## src/rtl/pipeline_pkg.sv

```systemverilog
// Shared pipeline definitions: data/register widths, Mem control encoding
// and the MEM-stage access FSM states.
package pipeline_pkg;

  localparam int DATA_W = 32;
  localparam int REG_W  = 5;

  // Mem control field is {MemRead, MemWrite}; both set is treated as a read.
  localparam logic [1:0] MEM_RD = 2'b10;
  localparam logic [1:0] MEM_WR = 2'b01;

  typedef enum logic {
    IDLE,
    WAIT
  } mem_state_e;

endpackage

```

## src/rtl/mem_access_stage_if.sv

```systemverilog
// Data-cache request/stall bus between the MEM stage (master) and the
// data cache (slave).
interface mem_access_stage_if;
  import pipeline_pkg::*;

  logic              DCACHE_ren;
  logic              DCACHE_wen;
  logic [29:0]       DCACHE_addr;
  logic [DATA_W-1:0] DCACHE_wdata;
  logic [DATA_W-1:0] DCACHE_rdata;
  logic              DCACHE_stall;

  modport master (
    output DCACHE_ren, DCACHE_wen, DCACHE_addr, DCACHE_wdata,
    input  DCACHE_rdata, DCACHE_stall
  );

  modport slave (
    input  DCACHE_ren, DCACHE_wen, DCACHE_addr, DCACHE_wdata,
    output DCACHE_rdata, DCACHE_stall
  );

endinterface

```

## src/rtl/endian_swap32.sv

```systemverilog
// Combinational 32-bit byte reverser; passes data through when ENABLE is 0.
module endian_swap32 #(
  parameter bit ENABLE = 1'b1
) (
  input  logic [31:0] din,
  output logic [31:0] dout
);

  assign dout = ENABLE ? {din[7:0], din[15:8], din[23:16], din[31:24]} : din;

endmodule

```

## src/rtl/mem_access_stage.sv

```systemverilog
// Pipeline MEM stage: issues data-cache loads/stores, freezes earlier stages
// while the cache stalls, and owns the MEM/WB register.
module mem_access_stage
  import pipeline_pkg::*;
#(
  parameter bit SWAP_ENDIAN = 1'b1,
  parameter int CNT_W       = 32
) (
  input  logic              clk,
  input  logic              rst,
  input  logic              WriteBack_3,
  input  logic [1:0]        Mem_3,
  input  logic [DATA_W-1:0] ALU_result_3,
  input  logic [DATA_W-1:0] writedata_3,
  input  logic [REG_W-1:0]  Rd_3,
  mem_access_stage_if.master dcache,
  output logic              memory_stall,
  output logic [DATA_W-1:0] writeback_data_5,
  output logic              WriteBack_5,
  output logic [REG_W-1:0]  Rd_5,
  output logic [CNT_W-1:0]  stall_cycles
);

  mem_state_e        state, next_state;
  logic              mem_read;
  logic              mem_write;
  logic              access;
  logic [DATA_W-1:0] rdata_sw;

  assign mem_read  = |(Mem_3 & MEM_RD);
  assign mem_write = |(Mem_3 & MEM_WR) & ~mem_read;
  assign access    = mem_read | mem_write;

  // Request lines are gated by rst so they drop the instant reset is raised.
  assign dcache.DCACHE_ren  = ~rst & mem_read;
  assign dcache.DCACHE_wen  = ~rst & mem_write;
  assign dcache.DCACHE_addr = ALU_result_3[31:2];
  assign memory_stall       = ~rst & access & dcache.DCACHE_stall;

  endian_swap32 #(.ENABLE(SWAP_ENDIAN)) u_wdata_swap (
    .din  (writedata_3),
    .dout (dcache.DCACHE_wdata)
  );

  endian_swap32 #(.ENABLE(SWAP_ENDIAN)) u_rdata_swap (
    .din  (dcache.DCACHE_rdata),
    .dout (rdata_sw)
  );

  // NOTE: sequential state uses non-blocking assignments so every register
  // samples pre-edge values regardless of process ordering.
  always_ff @(posedge clk or posedge rst) begin
    if (rst) state <= IDLE;
    else     state <= next_state;
  end

  // NOTE: next_state gets its default first so no path leaves it unassigned
  // and no latch is inferred.
  always_comb begin
    next_state = state;
    case (state)
      IDLE:    if (access && dcache.DCACHE_stall) next_state = WAIT;
      WAIT:    if (!dcache.DCACHE_stall)          next_state = IDLE;
      default: next_state = IDLE;
    endcase
  end

  // MEM/WB holds while stalled; re-writing the same value keeps forwarding valid.
  always_ff @(posedge clk or posedge rst) begin
    if (rst) begin
      writeback_data_5 <= '0;
      WriteBack_5      <= 1'b0;
      Rd_5             <= '0;
    end else if (!memory_stall) begin
      writeback_data_5 <= mem_read ? rdata_sw : ALU_result_3;
      WriteBack_5      <= WriteBack_3;
      Rd_5             <= Rd_3;
    end
  end

  always_ff @(posedge clk or posedge rst) begin
    if (rst)
      stall_cycles <= '0;
    else if (memory_stall && (stall_cycles != {CNT_W{1'b1}}))
      stall_cycles <= stall_cycles + 1'b1;
  end

endmodule

```

## src/flat_wrapper.sv

```systemverilog
// flat-port wrapper written by rule: the top's interface ports become plain ports
module mem_access_stage_flat import pipeline_pkg::*;
#(
  parameter bit SWAP_ENDIAN = 1'b1,
  parameter int CNT_W       = 32
)
  (clk, rst, WriteBack_3, Mem_3, ALU_result_3, writedata_3, Rd_3, memory_stall, writeback_data_5, WriteBack_5, Rd_5, stall_cycles, dcache_DCACHE_ren, dcache_DCACHE_wen, dcache_DCACHE_addr, dcache_DCACHE_wdata, dcache_DCACHE_rdata, dcache_DCACHE_stall);
  mem_access_stage_if dcache_i ();
  input  logic clk;
  input  logic rst;
  input  logic WriteBack_3;
  input  logic [1:0] Mem_3;
  input  logic [DATA_W-1:0] ALU_result_3;
  input  logic [DATA_W-1:0] writedata_3;
  input  logic [REG_W-1:0] Rd_3;
  output logic memory_stall;
  output logic [DATA_W-1:0] writeback_data_5;
  output logic WriteBack_5;
  output logic [REG_W-1:0] Rd_5;
  output logic [CNT_W-1:0] stall_cycles;
  output wire logic [$bits(dcache_i.DCACHE_ren)-1:0] dcache_DCACHE_ren;
  output wire logic [$bits(dcache_i.DCACHE_wen)-1:0] dcache_DCACHE_wen;
  output wire logic [$bits(dcache_i.DCACHE_addr)-1:0] dcache_DCACHE_addr;
  output wire logic [$bits(dcache_i.DCACHE_wdata)-1:0] dcache_DCACHE_wdata;
  input wire logic [$bits(dcache_i.DCACHE_rdata)-1:0] dcache_DCACHE_rdata;
  input wire logic [$bits(dcache_i.DCACHE_stall)-1:0] dcache_DCACHE_stall;
  assign dcache_DCACHE_ren = dcache_i.DCACHE_ren;
  assign dcache_DCACHE_wen = dcache_i.DCACHE_wen;
  assign dcache_DCACHE_addr = dcache_i.DCACHE_addr;
  assign dcache_DCACHE_wdata = dcache_i.DCACHE_wdata;
  assign dcache_i.DCACHE_rdata = dcache_DCACHE_rdata;
  assign dcache_i.DCACHE_stall = dcache_DCACHE_stall;
  mem_access_stage #(.SWAP_ENDIAN(SWAP_ENDIAN), .CNT_W(CNT_W)) u_core (.clk(clk), .rst(rst), .WriteBack_3(WriteBack_3), .Mem_3(Mem_3), .ALU_result_3(ALU_result_3), .writedata_3(writedata_3), .Rd_3(Rd_3), .dcache(dcache_i), .memory_stall(memory_stall), .writeback_data_5(writeback_data_5), .WriteBack_5(WriteBack_5), .Rd_5(Rd_5), .stall_cycles(stall_cycles));
endmodule
```

## config.mk

```make
export PLATFORM = sky130hd
export DESIGN_NAME = mem_access_stage_flat
export DESIGN_NICKNAME = d
export VERILOG_FILES = /design/src/rtl/pipeline_pkg.sv /design/src/rtl/mem_access_stage_if.sv /design/src/rtl/endian_swap32.sv /design/src/rtl/mem_access_stage.sv /design/src/flat_wrapper.sv
export SDC_FILE = /design/constraint.sdc
export NUM_CORES = 1
export LEC_CHECK = 0
export CAP_MARGIN = 40
export CELL_PAD_IN_SITES_DETAIL_PLACEMENT = 0
export CELL_PAD_IN_SITES_GLOBAL_PLACEMENT = 2
export CORE_UTILIZATION = 20
export DETAILED_ROUTE_END_ITERATION = 8
export GPL_ROUTABILITY_DRIVEN = 0
export PLACE_DENSITY = 0.91
export SKIP_CTS_REPAIR_TIMING = 1
export SYNTH_ARGS = -nofsm -noshare
export SYNTH_HDL_FRONTEND = slang
export SYNTH_SLANG_ARGS = --single-unit
```

## constraint.sdc

```tcl
create_clock -name clk -period 2.5 [get_ports clk]
set_clock_uncertainty 0.1 [all_clocks]
set_input_delay 0.5 -clock clk [delete_from_list [all_inputs] [get_ports clk]]
set_output_delay 0.5 -clock clk [all_outputs]
set_load 0.01 [all_outputs]
```

==> qor.log <==
qor: drt.detailedRoute.firstPassIterationCount 6
qor: clock_tree.cts_root_buffer_type sky130_fd_sc_hd__clkbuf_16
qor: power_and_ir_drop.power_per_cell_area 575 nW/um^2
qor: floorplan.ios 242
qor: drt.route.final.wire_length 10,200 um
qor: floorplan.die_h 139 um
qor: logic_synthesis.ys_seq_elements 70
qor: floorplan.die_area 19,200 sq um
qor: global_route.first_global_vias 3,157
qor: floorplan.row_count 49
qor: power_and_ir_drop.max-vdd-ir-drop 0.000311 V
qor: drt.vias_per_cell 4.18
qor: clock_tree.cts.htree.levels 3
qor: logic_synthesis.async_flop_share 100%
qor: setup_path.arrival_time_of_data_at_the_critical_path_endpoint 1.81 ns
qor: timing.achievable-frequency 0.415 GHz
qor: timing.slew_headroom 61.6%
qor: logic_synthesis.count_of_mapped_cells_out_of_synthesis 371
qor: place.place.detailed.hpwl 7830 um
qor: drt.route.detailed.drc 14
qor: global_route.gr_met1_demand_resource 11.2%
qor: power_and_ir_drop.power_leakage 2.38 nW
qor: global_route.grtUsageTotal 10.7%
qor: drt.vias 3,040
qor: setup_path.setup.worst_path.class input port to primary output
qor: setup_path.r2r.worst_path.cells 6
qor: setup_path.critical_path.top_delay_family buffers and inverters
qor: clock_tree.cts_buffers 9
qor: setup_path.required 1.90 ns
qor: setup_path.critical_path.reg2reg.startpoint u_core.stall_cycles[0]
qor: cells_and_area.postLayoutCoreUtil 31.0%
qor: flow_run.maxCapViolations 0
qor: global_route.grt_pass1_wl 16,100 um
qor: clock_tree.clk_path_buf_depth 2
qor: logic_synthesis.most_common_cell_in_the_synthesized_netlist sky130_fd_sc_hd__dfrtp_1
qor: setup_path.wp_buf_inv 3
qor: floorplan.die_x 139 um
qor: logic_synthesis.syn-num-nets 479
qor: cells_and_area.finalNetCount 602
qor: clock_tree.path_clk_slew 0.06 ns
qor: setup_path.cp_slowest_stage_delay 0.57 ns
qor: setup_path.reg2reg_setup_slack 0.21 ns
qor: logic_synthesis.synth_sequential_area_ratio 46.9%
qor: timing.fin_tns_setup 0 ns
qor: setup_path.critPathSlowestCell sky130_fd_sc_hd__clkdlybuf4s50_1
qor: setup_path.worst_r2r_end u_core.stall_cycles[26]
qor: global_route.grt_most_used_layer met2
qor: clock_tree.worst_skew_pair.late_latency 0.34 ns
qor: timing.part_of_the_cycle_the_worst_path_needs 96.4%
qor: run_status.status complete, but fails checks
qor: setup_path.startpoint rst
qor: logic_synthesis.synth_edf_count 0
qor: timing.final-setup-viol-count 0
qor: global_route.grt_max_degree 69
qor: logic_synthesis.netlist.top_cell.by_area sky130_fd_sc_hd__dfrtp_1
qor: logic_synthesis.ys.flop_type sky130_fd_sc_hd__dfrtp_1
qor: drt.detail_route.wl_per_cell 14.0 um
qor: global_route.number_of_antenna_violations_at_the_first_check_in_global_routing 0
qor: cells_and_area.fraction_of_layout_instances_using_a_drive_strength_above_1 8.42%
qor: global_route.global_route.usage.met3 3.38%
qor: setup_path.critPathCaptureType primary output
qor: floorplan.core_area 18,100 sq um
qor: logic_synthesis.yosys.area.top_type_share 46.9%
qor: worst_hold_path.hold_path.class register to register
qor: place.place.port_buffers 177
qor: setup_path.critical_path.most_common_cell sky130_fd_sc_hd__clkdlybuf4s50_1
qor: drt.antenna_violating_nets_post_route 0
qor: timing.worst_slew_pin_slew 0.577 ns
qor: logic_synthesis.yosys-top-cells-area sky130_fd_sc_hd__dfrtp_1 (47%), sky130_fd_sc_hd__buf_4 (13%), sky130_fd_sc_hd__mux2i_1 (8.6%), sky130_fd_sc_hd__xnor2_1 (6.1%), sky130_fd_sc_hd__nand2_1 (5.6%)
qor: run_status.violations design-rule violations
qor: timing.post_layout_min_period 2.41 ns
qor: setup_path.critical_path.startpoint_type input port
qor: power_and_ir_drop.power.total 3.24 mW
qor: logic_synthesis.ys.warnings.count 0
qor: setup_path.critical_path_depth 4
qor: logic_synthesis.yosys-top-cells-count sky130_fd_sc_hd__dfrtp_1 (70), sky130_fd_sc_hd__buf_4 (63), sky130_fd_sc_hd__nand2_1 (56), sky130_fd_sc_hd__mux2i_1 (32), sky130_fd_sc_hd__o21ai_0 (32)
qor: logic_synthesis.synth_area_per_cell 10.1 sq um
qor: global_route.grt_use_met2 19.1%
qor: logic_synthesis.mappedNetlistArea 3730 sq um
qor: setup_path.crit_path_end dcache_DCACHE_wen
qor: timing.setup_repair_after_global_routing_missed_its_margin no
qor: floorplan.start_util 20.6%
qor: setup_path.worstPathCellList clkdlybuf4s50_1, buf_4, nor3b_1, clkdlybuf4s50_1
qor: drt.starting_drt_drc_count 111
qor: clock_tree.tritoncts_num_sinks 70
qor: cells_and_area.area_growth 50.7%
qor: logic_synthesis.synth_cell_types 32
qor: timing.finalHoldViolations 0
qor: timing.final_max_slew_viol_count 0
qor: setup_path.critical_path_peak_fanout 3
qor: clock_tree.cts_tree done
qor: cells_and_area.n_antenna_cell 0
qor: global_route.gr-total-overflow 0
cell families after synthesis:
family | after synthesis | synth area share [%]
xor+xnor | 31 | 7.27
buf+inv | 82 | 14.9
mux | 33 | 8.88
simple gates | 120 | 16.7
compound gates | 34 | 5.06
flops | 70 | 46.9
fa+ha+maj | 1 | 0.335
sequential cells by signal (all words and copies together) (netlist names):
name	flops
u_core.writeback_data_5	32
u_core.Rd_5	5
u_core.stall_cycles	32
u_core.WriteBack_5	1
tightest hold or removal path: cells and delay by family (launching register included):
family	cells	cell delay, ns
DFF	1	0.34
and+or+nand+nor	2	0.10
cell usage in the layout, fill, tap and decap left out, types with 2 or more instances in the layout:
cell / Yosys / final
sky130_fd_sc_hd__clkbuf_16: 0 / 9
sky130_fd_sc_hd__nand2_1: 56 / 56
sky130_fd_sc_hd__inv_6: 0 / 3
sky130_fd_sc_hd__and3_1: 11 / 11
sky130_fd_sc_hd__xor2_1: 5 / 5
sky130_fd_sc_hd__nand3_1: 19 / 19
sky130_fd_sc_hd__clkdlybuf4s50_1: 0 / 175
sky130_fd_sc_hd__and4_1: 7 / 7
sky130_fd_sc_hd__and2_1: 2 / 2
sky130_fd_sc_hd__dfrtp_1: 70 / 70
sky130_fd_sc_hd__nand4_1: 6 / 6
sky130_fd_sc_hd__o21ai_0: 32 / 32
sky130_fd_sc_hd__mux2i_1: 32 / 32
sky130_fd_sc_hd__and3_2: 4 / 4
sky130_fd_sc_hd__inv_2: 0 / 2
sky130_fd_sc_hd__inv_1: 4 / 2
sky130_fd_sc_hd__nor2_1: 5 / 5
sky130_fd_sc_hd__xnor2_1: 26 / 26
sky130_fd_sc_hd__buf_4: 63 / 13
sky130_fd_sc_hd__nand2b_1: 2 / 2
sky130_fd_sc_hd__clkinvlp_4: 0 / 2
power breakdown:
part	total (mW)	internal, mW	switching [mW]
sequential	1.34	1.24	0.0986
clock	1.22	0.682	0.536
combinational	0.683	0.415	0.268
total	3.24	2.33	0.902
per-stage QoR:
stage	instance area, sq um	std cells	setup slack [ns]	hold slack [ns]
floorplan	3730	371	0.132	0.407
global placement	5350	712	-0.0893	0.352
detailed placement	5350	712	-0.139	0.361
CTS	5630	728	-0.122	0.376
global route	5630	728	0.00907	0.408
finish	5630	728	0.0902	0.368
per-layer routing:
| layer | up-vias | part of all wire, % |
|---|---|---|
| met5 | - | 0 |
| met4 | 0 | 2.3 |
| met3 | 28 | 7.4 |
| met2 | 131 | 51 |
| met1 | 1442 | 39 |
| li1 | 1439 | - |
area by class of cell:
type / count / area [sq um]
Sequential cell: 70 / 1750
Multi-Input combinational cell: 219 / 1430
Inverter: 4 / 15.0
Timing Repair Buffer: 190 / 1870
Tap cell: 229 / 287
Clock buffer: 9 / 225
Clock inverter: 7 / 55.1
Fill cell: 1845 / 12500
how the worst min path moves through the flow:
stage / start / cells past startpoint / endpoint / slack, ns
global placement: u_core.Rd_5[4] / 2 / u_core.Rd_5[4] / 0.35
detailed placement: u_core.Rd_5[4] / 2 / u_core.Rd_5[4] / 0.36
CTS: u_core.Rd_5[4] / 2 / u_core.Rd_5[4] / 0.38
global route: u_core.Rd_5[4] / 2 / u_core.Rd_5[4] / 0.41
finish: u_core.WriteBack_5 / 2 / u_core.WriteBack_5 / 0.37
floorplan: u_core.Rd_5[0] / 2 / u_core.Rd_5[0] / 0.41
Note: power is estimated with default switching activity, not from simulation.
